<file path="src/rtl/inst_prefetch_queue.sv">
// Instruction prefetch queue: up to DEPTH sram-like fetches in flight, in-order return buffer.
// Redirect discards queued entries and drops data of fetches still in flight.
module inst_prefetch_queue #(
   parameter int unsigned DEPTH    = 4,
   parameter logic [31:0] RESET_PC = 32'hbfc00000
) (
   input  logic        clk,
   input  logic        rst,
   input  logic        redirect_i,
   input  logic [31:0] redirect_pc_i,
   output logic        out_valid,
   output logic [31:0] out_pc,
   output logic [31:0] out_inst,
   input  logic        out_ready,
   output logic        inst_req,
   output logic        inst_wr,
   output logic [1:0]  inst_size,
   output logic [31:0] inst_addr,
   output logic [31:0] inst_wdata,
   input  logic [31:0] inst_rdata,
   input  logic        inst_addr_ok,
   input  logic        inst_data_ok
);

   localparam int unsigned PtrW = (DEPTH > 1) ? $clog2(DEPTH) : 1;
   localparam int unsigned CntW = $clog2(DEPTH) + 1;

   typedef logic [PtrW-1:0] ptr_t;
   typedef logic [CntW-1:0] cnt_t;
   typedef logic [CntW:0]   sum_t;

   localparam sum_t DepthS = sum_t'(DEPTH);

   function automatic ptr_t ptr_inc(input ptr_t p);
      if (p == ptr_t'(DEPTH - 1)) return '0;
      return p + ptr_t'(1);
   endfunction

   logic        run_q;
   logic        hold_q, stale_q;
   logic [31:0] hold_addr_q, fetch_pc_q;
   ptr_t        head_q, tail_q, fill_q;
   cnt_t        occ_q, infl_q, disc_q;
   logic [31:0] pc_q   [DEPTH];
   logic [31:0] inst_q [DEPTH];
   logic        dv_q   [DEPTH];

   logic accept, acc_live, pop, drop, fill;
   sum_t used;

   always_comb begin
      used      = {1'b0, occ_q} + {1'b0, disc_q};
      // A held request stays up regardless of occupancy or redirect.
      inst_req  = run_q & (hold_q | (used < DepthS));
      inst_addr = hold_q ? hold_addr_q : fetch_pc_q;
      accept    = inst_req & inst_addr_ok;
      // Stale = held across a redirect; its data is owed to the discard counter.
      acc_live  = accept & ~stale_q & ~redirect_i;
      out_valid = (occ_q != '0) & dv_q[head_q];
      out_pc    = pc_q[head_q];
      out_inst  = inst_q[head_q];
      pop       = out_valid & out_ready & ~redirect_i;
      drop      = inst_data_ok & (disc_q != '0);
      fill      = inst_data_ok & (disc_q == '0) & (infl_q != '0);
   end

   assign inst_wr    = 1'b0;
   assign inst_size  = 2'b10;
   assign inst_wdata = 32'h0;

   always_ff @(posedge clk or posedge rst) begin
      if (rst) begin
         run_q       <= 1'b0;
         hold_q      <= 1'b0;
         stale_q     <= 1'b0;
         hold_addr_q <= 32'h0;
         fetch_pc_q  <= RESET_PC;
         head_q      <= '0;
         tail_q      <= '0;
         fill_q      <= '0;
         occ_q       <= '0;
         infl_q      <= '0;
         disc_q      <= '0;
         for (int i = 0; i < DEPTH; i++) begin
            pc_q[i]   <= 32'h0;
            inst_q[i] <= 32'h0;
            dv_q[i]   <= 1'b0;
         end
      end else begin
         run_q       <= 1'b1;
         hold_q      <= inst_req & ~inst_addr_ok;
         stale_q     <= inst_req & ~inst_addr_ok & (redirect_i | stale_q);
         hold_addr_q <= inst_addr;
         if (redirect_i) begin
            fetch_pc_q <= redirect_pc_i;
            head_q     <= '0;
            tail_q     <= '0;
            fill_q     <= '0;
            occ_q      <= '0;
            infl_q     <= '0;
            disc_q     <= disc_q + infl_q + cnt_t'(accept) - cnt_t'(drop | fill);
            for (int i = 0; i < DEPTH; i++) dv_q[i] <= 1'b0;
         end else begin
            if (acc_live) begin
               pc_q[tail_q] <= inst_addr;
               dv_q[tail_q] <= 1'b0;
               tail_q       <= ptr_inc(tail_q);
               fetch_pc_q   <= fetch_pc_q + 32'd4;
            end
            if (fill) begin
               inst_q[fill_q] <= inst_rdata;
               dv_q[fill_q]   <= 1'b1;
               fill_q         <= ptr_inc(fill_q);
            end
            if (pop) head_q <= ptr_inc(head_q);
            occ_q  <= occ_q + cnt_t'(acc_live) - cnt_t'(pop);
            infl_q <= infl_q + cnt_t'(acc_live) - cnt_t'(fill);
            disc_q <= disc_q + cnt_t'(accept & stale_q) - cnt_t'(drop);
         end
      end
   end

   // Data with nothing outstanding is a bus protocol violation.
   a_no_unsolicited_data: assert property (@(posedge clk) disable iff (rst)
      inst_data_ok |-> ((disc_q != '0) || (infl_q != '0)));

endmodule

</file>
<file path="config.mk">
export PLATFORM = sky130hd
export DESIGN_NAME = inst_prefetch_queue
export DESIGN_NICKNAME = d
export VERILOG_FILES = /design/src/rtl/inst_prefetch_queue.sv
export SDC_FILE = /design/constraint.sdc
export NUM_CORES = 1
export LEC_CHECK = 0
export BUFFER_PORTS_ARGS = -buffer_cell sky130_fd_sc_hd__buf_4
export CAP_MARGIN = 30
export CORE_MARGIN = 4
export CORE_UTILIZATION = 30
export DETAILED_ROUTE_END_ITERATION = 10
export PLACE_DENSITY = 0.45
export SLEW_MARGIN = 25
export SYNTH_ARGS = -nofsm -noshare
export SYNTH_HDL_FRONTEND = slang
export SYNTH_SLANG_ARGS = --single-unit
</file>
<file path="constraint.sdc">
create_clock -name clk -period 28.2 [get_ports clk]
set_input_delay 0 -clock clk [delete_from_list [all_inputs] [get_ports clk]]
set_output_delay 0 -clock clk [all_outputs]
set_load 0.02 [all_outputs]
</file>
== Word level (Yosys, flattened, before mapping) ==
Cells that the tools add are included.
Storage, ports and cells
  register bits: 342
  bits of input ports: 70
  word-level logic and storage cells: 132
Cells by class
  add/sub/neg operators: 14
  magnitude comparators: 6
  eq/ne operators: 3
  multiplexer cells: 50
  bitwise operators: 25
  reductions and logical operators: 11
Operator list (number)
  32-bit 2-to-1 mux: 9
  128-bit bitwise mux: 2
  32-bit binary-select mux with 2-bit select: 2
  32-bit demux with 2-bit select: 2
  32-bit by 3-bit adder with 32-bit output (second input constant): 1
  2-bit 2-to-1 mux: 12
  4-bit 2-to-1 mux: 4
  1-bit bitwise AND: 13
  1-bit 2-to-1 mux: 13
  3-bit by 1-bit adder with 3-bit output: 4
  3-bit by 1-bit subtractor with 3-bit output: 4
  3-bit >= comparator (second input constant): 3
  3-bit 2-to-1 mux: 3
  2-bit inverter with 3-bit output: 3
  3-bit nonzero test: 3
  2-bit by 1-bit adder with 2-bit output (second input constant): 3
  2-bit equality test (second input constant): 3
  3-bit by 1-bit less-than comparator with 1-bit output (second input constant): 2
  2-bit nonzero test: 3
  3-bit by 3-bit adder with 4-bit output: 1
  4-bit bitwise AND: 1
  1-bit demux with 2-bit select: 2
  4-bit by 3-bit less-than comparator with 1-bit output (second input constant): 1
  4-bit inverter: 1
  8 further kinds: 14

== Logic depth before layout (Yosys ltp) ==
  word-level depth: 12
  mapped depth: 15
  mapped depth without buffers: 13

== Least setup slack after synthesis ==
Ideal clock, no wire load.
  path type: flip-flop to flip-flop
  start: reg occ_q[2]
  end: reg disc_q[2]
  library setup time: 0.124 ns
  arrival time: 3.177 ns
  required time: 28.076 ns
  slack: 24.899 ns
  cell stages (with the launch flop): 16
  path buffers: 2
  cell sequence: dfrtp_1 ha_1 nor4b_1 a22oi_1 inv_1 buf_2 buf_1 nand3_1 ha_1 inv_1 ha_1 fa_1 xor2_1 nand2_1 o21ai_0 xnor2_1
On the way
  word-level cells in the longest chain between the ends: 9
  elaborated cells between the ends (all ways): 11
  those cells by class: 5 x add/sub; 1 x order compare; 1 x mux; 4 x bitwise
Ends and longest elaborated chain
  from (decl): line 43  | cnt_t occ_q, infl_q, disc_q;
  from (signal assigned): line 116  | occ_q <= occ_q + cnt_t'(acc_live) - cnt_t'(pop);
  3-bit by 3-bit adder with 4-bit output *: line 52  | used = {1'b0, occ_q} + {1'b0, disc_q};
  4-bit by 3-bit less-than comparator with 1-bit output *: line 54  | inst_req = run_q & (hold_q | (used < DepthS));
  1-bit OR *: line 54
  1-bit bitwise AND *: line 54
  net inst_req: line 15  | output logic inst_req,
  1-bit bitwise AND *: line 56  | accept = inst_req & inst_addr_ok;
  1-bit bitwise AND: line 118  | disc_q <= disc_q + cnt_t'(accept & stale_q) - cnt_t'(drop);
  3-bit by 1-bit adder with 3-bit output: line 118
  3-bit by 1-bit subtractor with 3-bit output: line 118
  3-bit 2-to-1 mux *: line 94  | if (redirect_i) begin
  to (signal assigned): line 101  | disc_q <= disc_q + infl_q + cnt_t'(accept) - cnt_t'(drop | fill);
  to (signal assigned): line 118
  to (decl): line 43
Mark *: on every way through the listed nets, which the timed path passes. The rest lies on a longest branch.
A chain may end at the register's enable or synchronous reset.

== Worst setup path in the final report ==
  start: reg occ_q[2]
  end: reg pc_q[61] (netlist name)
On the way
  word-level cells in the longest chain between the ends: 8
Ends and longest elaborated chain
  3-bit by 3-bit adder with 4-bit output: line 52
  4-bit by 3-bit less-than comparator with 1-bit output: line 54
  1-bit OR: line 54
  1-bit bitwise AND: line 54
  1-bit bitwise AND: line 56
  1-bit bitwise AND (2 in a row): line 58  | acc_live = accept & ~stale_q & ~redirect_i;
  2-bit AND reduction (no line)
  to (signal, indexed assignment): line 105  | pc_q[tail_q] <= inst_addr;
  to (decl): line 44  | logic [31:0] pc_q [DEPTH];
Every way passes these cells.

==> results.cfg <==
[placement]
place_congestion = 0.750
placed_cell_area_mm2 = 0.0177
dp_cells = 1910
dp_hpwl_mm = 25.8
port-buffer-count = 167
pre_cts_ws_ns = 24.18

[clock_network]
cts_tree = done
clk_path_buf_depth = 3
clkLatencyLatePin_ns = 0.57
clkTransAtPathRegs_ns = 0.06
cts_sinks = 342
cts.root.buffer_cell = clkbuf_16
numCtsBuffers = 42
cts_setup_buffers = 0
ctsHtreeMaxLevel = 2

[global_route]
grt_usage_pct = 14.5
antenna_found_initial = 0
met2_usage_pct = 23.9
grt_pass1_wl_mm = 65.3
grt-ovfl-total = 0
use_met1_pct = 19.8
grt_max_degree = 158
met3_usage_pct = 2.37
gr-max-usage-layer = met2
grt_pass1_vias = 10700

[setup_path]
path_class = flop to flop
slowest_stage = nand4_1
worstPathMaxFanout = 57
endpoint_kind = flop
critPathArrivalTime_ns = 4.38
worst-endpoint-required_ns = 28.63
cpPeakStageDelay_ns = 0.85
critPathLaunchType = flop
critical_path.cell_chain = ha_1 > nor4b_1 > a22oi_2 > buf_4 > inv_1 > nand4_1 > buf_4 > mux2_2
path_common_cell = buf_4

[sta]
slew_headroom_pct = 34.6
setup_violations = 0
skew_ns = 0.0247
fin_setup_tns_ns = 0
period_minus_slack_ns = 3.95
rsz0062_at_grt = false
clock.fmax_mhz = 253
setup_ws_ns = 24.25
hold_viol_final = 0
slew_violations = 0
tightest_slew_ns = 0.982
finalCritPeriodShare_pct = 14.0

[synthesis]
synth_top_area_share_pct = 52.5
ys_ff_latch = 342
yosys_warnings = 0
ys_top_cells_by_area = dfrtp_1 (52%), mux2_2 (20%), mux4_2 (9.2%), buf_4 (1.7%), ha_1 (1.6%)
synth_most_common_cell = dfrtp_1
yosys-top-cells-count = dfrtp_1 (333), mux2_2 (288), mux4_2 (65)
synth_edf_count = 0
synth_ff_type = dfrtp_1
synth.distinct_cells = 54
syn-mean-instance-area_um2 = 14.3
seq_area_frac_synth_pct = 54.0
netlist_instances = 1110
async_flop_share_pct = 100
synth_area_mm2 = 0.0159
synth_top_area_cell = dfrtp_1

[cells_and_area]
layout.nets = 1432
nFillCells = 4997
area_growth_pct = 24.5
drive_gt1_share_pct = 45.2
stdcell_area_mm2 = 0.0198
fin_cells = 2057
num_antenna_cells = 0

[floorplan]
start_util_pct = 30.3
dieArea_mm2 = 0.0567
fp.dieH_um = 238
die_x_um = 238
floorplan.core_area_mm2 = 0.0524
io_pins = 203
rows = 84

[drt]
drc = 0
dr.pass1.iters = 4
wl_per_cell_um = 20.0
drt_iter0_drc = 527
via_per_inst = 4.92
ant_nets = 0
totalWireLength_mm = 41.1
vias = 10100

[flow_run]
maxCapViolations = 0

[power_and_ir_drop]
p_leak_uw = 0.00905
power.total_uw = 1560
power.density_mw_per_mm2 = 78.8
peakVddDrop_v = 0.0000402

[run_status]
outcome = finished, final reports clean

[hold_path]
min_path_type = input pin to flop
-- cells in the final DEF, fill, tap and decap left out, drive strengths merged, types with 19 or more instances in the layout --
master	instances
dfrtp	333
mux2	288
buf	182
dlygate4sd3	70
mux4	65
clkbuf	63
conb	36
nor2	31
nand3	30
inv	25
nand2	23
ha	20
or4	20
o21ai	19
nand4	19
-- final cells by class --
type / instances / area [µm²] / share of cell area [%]
clock buffers: 63 / 1220 / 6.17
well taps: 688 / 861 / 4.35
flip-flops and latches: 342 / 8580 / 43.4
clock inverters: 13 / 118 / 0.595
multi-input cells: 674 / 6790 / 34.3
inverters: 25 / 101 / 0.512
repair buffers: 252 / 2110 / 10.7
-- cells by family (layout without fill, tap and decap cells) --
group                      after synthesis  in the layout  synth area share [%]
xor gates and xnor gates                 9              9                 0.496
AOI/OAI and AO/OA                       84             84                  3.55
buffers and inverters                  128            353                  4.15
other                                    2             36                0.0473
muxes                                  354            354                  29.7
adders and majority gates               25             25                  2.21
DFF                                    342            342                  54.0
and+or+nand+nor                        166            166                  5.89
-- registers in the layout, summed over array words and instances, names as in the netlist --
name	cells
tail_q	2
disc_q	3
infl_q	3
fetch_pc_q	32
stale_q	1
fill_q	2
hold_q	1
occ_q	3
inst_q	128
hold_addr_q	32
head_q	2
run_q	1
pc_q	128
dv_q	4
-- layer usage --
| layer | vias to the layer above | part of all wire, % |
|---|---|---|
| met4 | 0 | 2.8 |
| met1 | 5306 | 45 |
| met2 | 195 | 49 |
| li1 | 4551 | - |
| met5 | - | 0 |
| met3 | 68 | 3.8 |
-- report_power, final --
group          internal (µW)  switching, µW  total (µW)  leakage, µW
clock network            309            215         524     0.000655
logic                    202            206         408      0.00394
registers                576           49.7         626      0.00446
total                   1090            471        1560      0.00905
-- through the flow --
step	hold WS, ns	util [%]
2_1_floorplan	0.119	-
3_3_place_gp	0.215	33.7
3_5_place_dp	0.209	33.8
4_1_cts	0.0379	37.7
5_1_grt	0.0859	37.7
6_report	0.0606	37.7
-- worst max-delay path: cells and delay by family (launching register included) --
family	cells	cell delay [ns]
simple gates	2	1.20
buf+inv	3	1.47
fa+ha+maj	1	0.30
compound gates	1	0.11
mux	1	0.31
flops	1	0.42
-- what timing repair did --
| item | 4_1_cts | 5_1_grt |
|---|---|---|
| hold endpoints to repair | 285 | 0 |
| hold buffers | 70 | 0 |
| resized for setup | 0 | 0 |
-- path summary, 6_finish.rpt --
kind	slack, ns	start	cells past startpoint	end
min	0.06	out_ready	4	head_q[1]
max in group asynchronous	26.03	rst	6	inst_q[34]
max	24.25	occ_q[2]	8	pc_q[61]
min reg2reg	0.50	inst_q[15]	1	inst_q[15]
max reg2reg	24.25	occ_q[2]	8	pc_q[61]
min in group asynchronous	0.13	rst	3	inst_q[124]
(Power assumes the default switching activity.)
